$ cat src/rtl/alu_arbiter.sv
// Round-robin arbiter sharing one combinational 8-bit ALU between two requesters.
// Holds the ALU inputs for ALU_LAT cycles, then returns z to the owner with a done pulse.
module alu_arbiter #(
  parameter int ALU_LAT = 1  // legal range 1..15
) (
  input  logic       clk,
  input  logic       rst_n,

  input  logic       r0_valid,
  output logic       r0_ready,
  input  logic [7:0] r0_a,
  input  logic [7:0] r0_b,
  input  logic [3:0] r0_sel,
  output logic [7:0] r0_z,
  output logic       r0_done,
  output logic       r0_err,

  input  logic       r1_valid,
  output logic       r1_ready,
  input  logic [7:0] r1_a,
  input  logic [7:0] r1_b,
  input  logic [3:0] r1_sel,
  output logic [7:0] r1_z,
  output logic       r1_done,
  output logic       r1_err,

  output logic [7:0] alu_a,
  output logic [7:0] alu_b,
  output logic [3:0] alu_sel,
  input  logic [7:0] alu_z,

  output logic       busy
);

  localparam logic [3:0] LAT         = 4'(ALU_LAT);
  localparam logic [3:0] SEL_ILLEGAL = 4'hF;

  typedef enum logic [1:0] {
    IDLE,
    EXEC,
    DONE
  } state_t;

  state_t     state, state_nxt;
  logic [3:0] cnt;
  logic       owner;
  logic       last_grant;

  logic       grant;
  logic       accept;
  logic [7:0] req_a;
  logic [7:0] req_b;
  logic [3:0] req_sel;
  logic       req_illegal;
  logic       capture;

  // Round-robin: a lone requester wins outright, a tie goes to the one not served last.
  // NOTE: every signal written in always_comb gets a default first so no latch is inferred.
  always_comb begin
    grant = ~last_grant;
    unique case ({r1_valid, r0_valid})
      2'b01:   grant = 1'b0;
      2'b10:   grant = 1'b1;
      default: grant = ~last_grant;
    endcase
  end

  assign r0_ready = (state == IDLE) && !grant;
  assign r1_ready = (state == IDLE) &&  grant;
  assign accept   = (r0_valid && r0_ready) || (r1_valid && r1_ready);

  assign req_a       = grant ? r1_a   : r0_a;
  assign req_b       = grant ? r1_b   : r0_b;
  assign req_sel     = grant ? r1_sel : r0_sel;
  assign req_illegal = (req_sel == SEL_ILLEGAL);

  // The last EXEC edge is the one on which alu_z has been stable for ALU_LAT cycles.
  assign capture = (state == EXEC) && (cnt == 4'd1);

  always_comb begin
    state_nxt = state;
    unique case (state)
      IDLE: if (accept) state_nxt = req_illegal ? DONE : EXEC;
      EXEC: if (cnt == 4'd1) state_nxt = DONE;
      DONE: state_nxt = IDLE;
      default: state_nxt = IDLE;
    endcase
  end

  // NOTE: sequential state uses non-blocking assignments so every flop samples pre-edge values.
  always_ff @(posedge clk or negedge rst_n) begin
    if (!rst_n) begin
      state      <= IDLE;
      cnt        <= 4'd0;
      owner      <= 1'b0;
      last_grant <= 1'b1;
    end else begin
      state <= state_nxt;
      if (accept) begin
        owner      <= grant;
        last_grant <= grant;
        cnt        <= req_illegal ? 4'd0 : LAT;
      end else if (state == EXEC) begin
        cnt <= cnt - 4'd1;
      end
    end
  end

  // Operands change only on an accept edge and otherwise hold the last issued operation.
  always_ff @(posedge clk or negedge rst_n) begin
    if (!rst_n) begin
      alu_a   <= 8'h00;
      alu_b   <= 8'h00;
      alu_sel <= 4'h0;
    end else if (accept) begin
      alu_a   <= req_a;
      alu_b   <= req_b;
      alu_sel <= req_sel;
    end
  end

  // Per-requester result registers; only the owner's pair is ever written.
  always_ff @(posedge clk or negedge rst_n) begin
    if (!rst_n) begin
      r0_z   <= 8'h00;
      r0_err <= 1'b0;
      r1_z   <= 8'h00;
      r1_err <= 1'b0;
    end else if (accept && req_illegal) begin
      if (grant) begin
        r1_z   <= 8'h00;
        r1_err <= 1'b1;
      end else begin
        r0_z   <= 8'h00;
        r0_err <= 1'b1;
      end
    end else if (capture) begin
      if (owner) begin
        r1_z   <= alu_z;
        r1_err <= 1'b0;
      end else begin
        r0_z   <= alu_z;
        r0_err <= 1'b0;
      end
    end
  end

  assign r0_done = (state == DONE) && !owner;
  assign r1_done = (state == DONE) &&  owner;
  assign busy    = (state != IDLE);

endmodule

$ cat config.mk
export PLATFORM = sky130hd
export DESIGN_NAME = alu_arbiter
export DESIGN_NICKNAME = d
export VERILOG_FILES = /design/src/rtl/alu_arbiter.sv
export SDC_FILE = /design/constraint.sdc
export NUM_CORES = 1
export LEC_CHECK = 0
export BUFFER_PORTS_ARGS = -buffer_cell sky130_fd_sc_hd__buf_2
export CORE_MARGIN = 4
export CORE_UTILIZATION = 49
export CTS_BUF_LIST = sky130_fd_sc_hd__clkbuf_4 sky130_fd_sc_hd__clkbuf_8
export CTS_CLUSTER_DIAMETER = 80
export DETAILED_ROUTE_END_ITERATION = 6
export GPL_TIMING_DRIVEN = 0
export PLACE_DENSITY = 0.79
export SYNTH_ARGS = -nofsm -noshare
export SYNTH_HDL_FRONTEND = slang
export SYNTH_SLANG_ARGS = --single-unit
$ cat constraint.sdc
create_clock -name clk -period 2.2 [get_ports clk]
set_input_delay 0.11 -clock clk [delete_from_list [all_inputs] [get_ports clk]]
set_output_delay 0.11 -clock clk [all_outputs]
set_load 0.005 [all_outputs]
==> run summary <==
The run finished, with violations left. The checks that failed: negative hold slack. After detailed routing, the number of vias per cell comes to 5.32. Traced cell by cell, the critical path runs through inv_1 -> ha_1 -> nor3b_1 -> nand2_1 -> nor2_2 -> mux2i_4 -> a22o_1. The number of cells in the design after placement came out at 336. Broken down by cell family, the worst path's largest delay share belongs to simple AND/OR/NAND/NOR gates. On the final layout, the worst clock skew is 0.00688 ns. The type of the tightest min-delay check is in2async. The total number of yosys warnings is 0. The fmax is 482 MHz. The cell area after technology mapping is 2190 um2. The worst-case setup margin in the final layout is 0.124 ns. The number of sinks handled by clock tree synthesis is 46. The placement-stage worst setup slack came out at -0.0574 ns. The share of synthesized registers carrying an async set or reset came out at 100%. The maximum ir drop on the vdd rail is 0.000572 V. On the critical path, the stage with the largest delay is an instance of dfrtp_1.

The average size of a mapped cell is 11.5 um2. The number of buffers added by the clock tree synthesis step is 5. The core region is 4350 um2. The post-route minimum period came out at 2.08 ns. The total of hold buffers inserted after clock tree synthesis is 0.

The max-slew headroom at the worst pin is 34.2%. Together, buffers and inverters on the worst path number 1. Sequential elements use 52.6% of the synthesized area. The placed instances occupy a cell area of 2730 um2. The post-route worst hold slack came out at -0.0262 ns.

The worst setup path is captured at a flop. The remaining routing DRC violations came out at 0. The number of non-filler instances in the completed layout came out at 344. The TritonCTS clock tree is done. The die is 74.9 um wide. In the final routed layout, each cell accounts on average for 15.4 um. The share of total power in the clock network came out at 17.4%. The initial core utilization is 50.3%. After detailed routing, the total wire length is 5310 um. Clock tree synthesis selected as its root buffer the cell clkbuf_8. The number of register bits inferred by synthesis is 46. The gate count of the mapped netlist is 190. Counting along the longest clock path gives a buffer depth of 2. The top fanout value on the critical path came out at 9. The layout has 363 filler cells. The worst setup path is launched from a flop.

The reported max-cap violation count is 0. After the first detailed-routing iteration, the DRC count stood at 106. Input and output buffers added on the ports amount to 94. The worst endpoint data arrival time is 2.26 ns.

The transition at the pin with the smallest max-transition slack is 0.987 ns. The critical path in this run is classified as reg2reg. The primary flip-flop cell chosen by synthesis mapping is dfrtp_1. Across the whole layout, storage elements account for 1150 um2. The number of placement rows came out at 24.

The finished layout cell area is 2850 um2. Setup violations remaining at the end of the flow were counted as 0. Cells with a size suffix above 1 make up 43.5% of the layout. Yosys mapped the design onto 42 distinct sky130hd cell types. The number of antenna violations at the first check in global routing came out at 0. The combinational fraction of design power came out at 41.3%. The post-DP HPWL came out at 3880 um. The synthesis-to-layout area growth came out at 30.0%. The latest clock arrival within the worst-skew pair is 0.30 ns. The internal power is 2.32 mW. The number of global-route vias before repair came out at 1820. The required time of the critical path came out at 2.38 ns. The pin count of the biggest net entering global routing is 47. The count of final max-slew check failures came out at 0. The diode insertion count for antenna repair is 0. The area occupied by multi-input gates is 981 um2.

The final estimated routing congestion in global placement came out at 0.826. The count of flip-flops with a built-in enable after synthesis came out at 0. The first-pass GRT wire length is 8440 um. Detailed routing inserted a total of 1831 vias. Setup repair after global routing left no endpoint under its margin. The switching power is 1.29 mW.

The first detailed-routing pass ran for 4 iterations. The aggregate negative setup slack is 0 ns. The static leakage is 1.54 nW. The worst setup slack for register-to-register paths is 0.12 ns.

Dividing total power by cell area gives a power density of 1270 nW/um2. The longest individual stage delay on the worst path is 0.41 ns. The final-report hold violation count is 45.

The final total power came out at 3.61 mW. The die outline height came out at 74.9 um. The final layout contains 347 nets.

The global-route usage over all layers came out at 19.6%. The clock transition at the register clock pins on the worst setup and hold paths after CTS is 0.08 ns. The final worst-path cycle share came out at 94.4%.

The number of ports placed on the die boundary is 95. Net switching is 35.8% of the power. The H-tree depth is 2. The share of power burned in registers came out at 41.3%.

The number of routed nets with antenna violations is 0. The post-synth net total came out at 246. The floorplan step defined a die boundary enclosing 5610 um2. The leftover overflow at the end of global routing came out at 0.
==> placed cells by master, fill, tap and decap left out, types with 3 or more instances in the layout <==
cell,Yosys,final
a22o_1,16,16
buf_2,0,94
clkbuf_2,1,5
clkbuf_8,0,5
dfrtp_1,45,45
ha_1,4,4
inv_1,4,4
mux2i_1,20,20
nand2_1,25,25
nor2_1,8,7
nor2_2,2,3
o21ai_0,21,21
==> Yosys cell counts (4+ instances only) <==
cell type	count	area share, %
clkbuf_1	4	0.68
mux2i_1	20	9.1
dfrtp_1	45	51
inv_1	4	0.68
o21ai_0	21	4.8
nand2_1	25	4.3
a22o_1	16	6.4
ha_1	4	2.3
nor2_1	8	1.4
==> flip-flops by register name (all words and copies together), names as in the netlist <==
register	flops
r0_z	8
state	2
alu_sel	4
cnt	4
alu_a	8
owner	1
r1_err	1
last_grant	1
alu_b	8
r1_z	8
r0_err	1
==> metrics by stage <==
stage | hold slack [ns] | utilization [%]
floorplan | -0.186 | -
global placement | 0.325 | 62.6
detailed placement | 0.332 | 62.6
CTS | 0.00795 | 65.4
global route | 0.0438 | 65.4
finish | -0.0262 | 65.4
==> layout make-up <==
type / count / share of cell area (%)
Buffer: 7 / 1.54
Tap cell: 52 / 2.28
Multi-Input combinational cell: 132 / 34.4
Inverter: 4 / 0.527
Clock inverter: 2 / 1.32
Sequential cell: 46 / 40.4
Timing Repair Buffer: 95 / 16.8
Clock buffer: 6 / 2.68
==> layer usage <==
layer	global-route usage, %	up-vias	share of wire [%]
met1	25.2	884	41
met4	7.51	0	2.3
li1	-	880	-
met3	4.41	11	5.4
met2	32.2	56	51
met5	0	-	0
==> cell families (layout without fill, tap and decap cells) <==
family                   Yosys count  after routing  synth area share (%)
XOR/XNOR                           3              3                  1.20
AO/OA/AOI/OAI                     46             46                  15.9
adder cells (fa/ha/maj)            4              4                  2.28
buffers and inverters             12            114                  2.97
multiplexers                      24             24                  12.2
flip-flops                        46             46                  52.6
AND/OR/NAND/NOR                   55             55                  12.8
==> repair_timing <==
| action | in CTS | in global routing |
|---|---|---|
| endpoints found under the setup margin | 5 | 10 |
| buffers inserted | 0 | 1 |
| endpoints found under the hold margin | 0 | 0 |
| gates resized for setup | 4 | 2 |
| pin swaps | 0 | 2 |
==> power groups by stage <==
stage	clock, mW	sequential (mW)	combinational (mW)
floorplan	0	1.49	0.854
global placement	0	1.48	1.45
detailed placement	0	1.49	1.50
CTS	0.640	1.48	1.52
global route	0.679	1.53	1.68
finish	0.629	1.49	1.49
==> path summary, 6_finish.rpt <==
check,start,endpoint,cells past startpoint
worst min-delay path,rst_n,owner,1
worst max-delay path,cnt[1],r0_z[0],7
min in group clk,alu_z[6],r0_z[6],2
worst max register to register,cnt[1],r0_z[0],7
worst min register to register,alu_a[3],alu_a[3],2
max in group asynchronous,rst_n,cnt[1],1
Note: power is estimated with default switching activity, not from simulation.
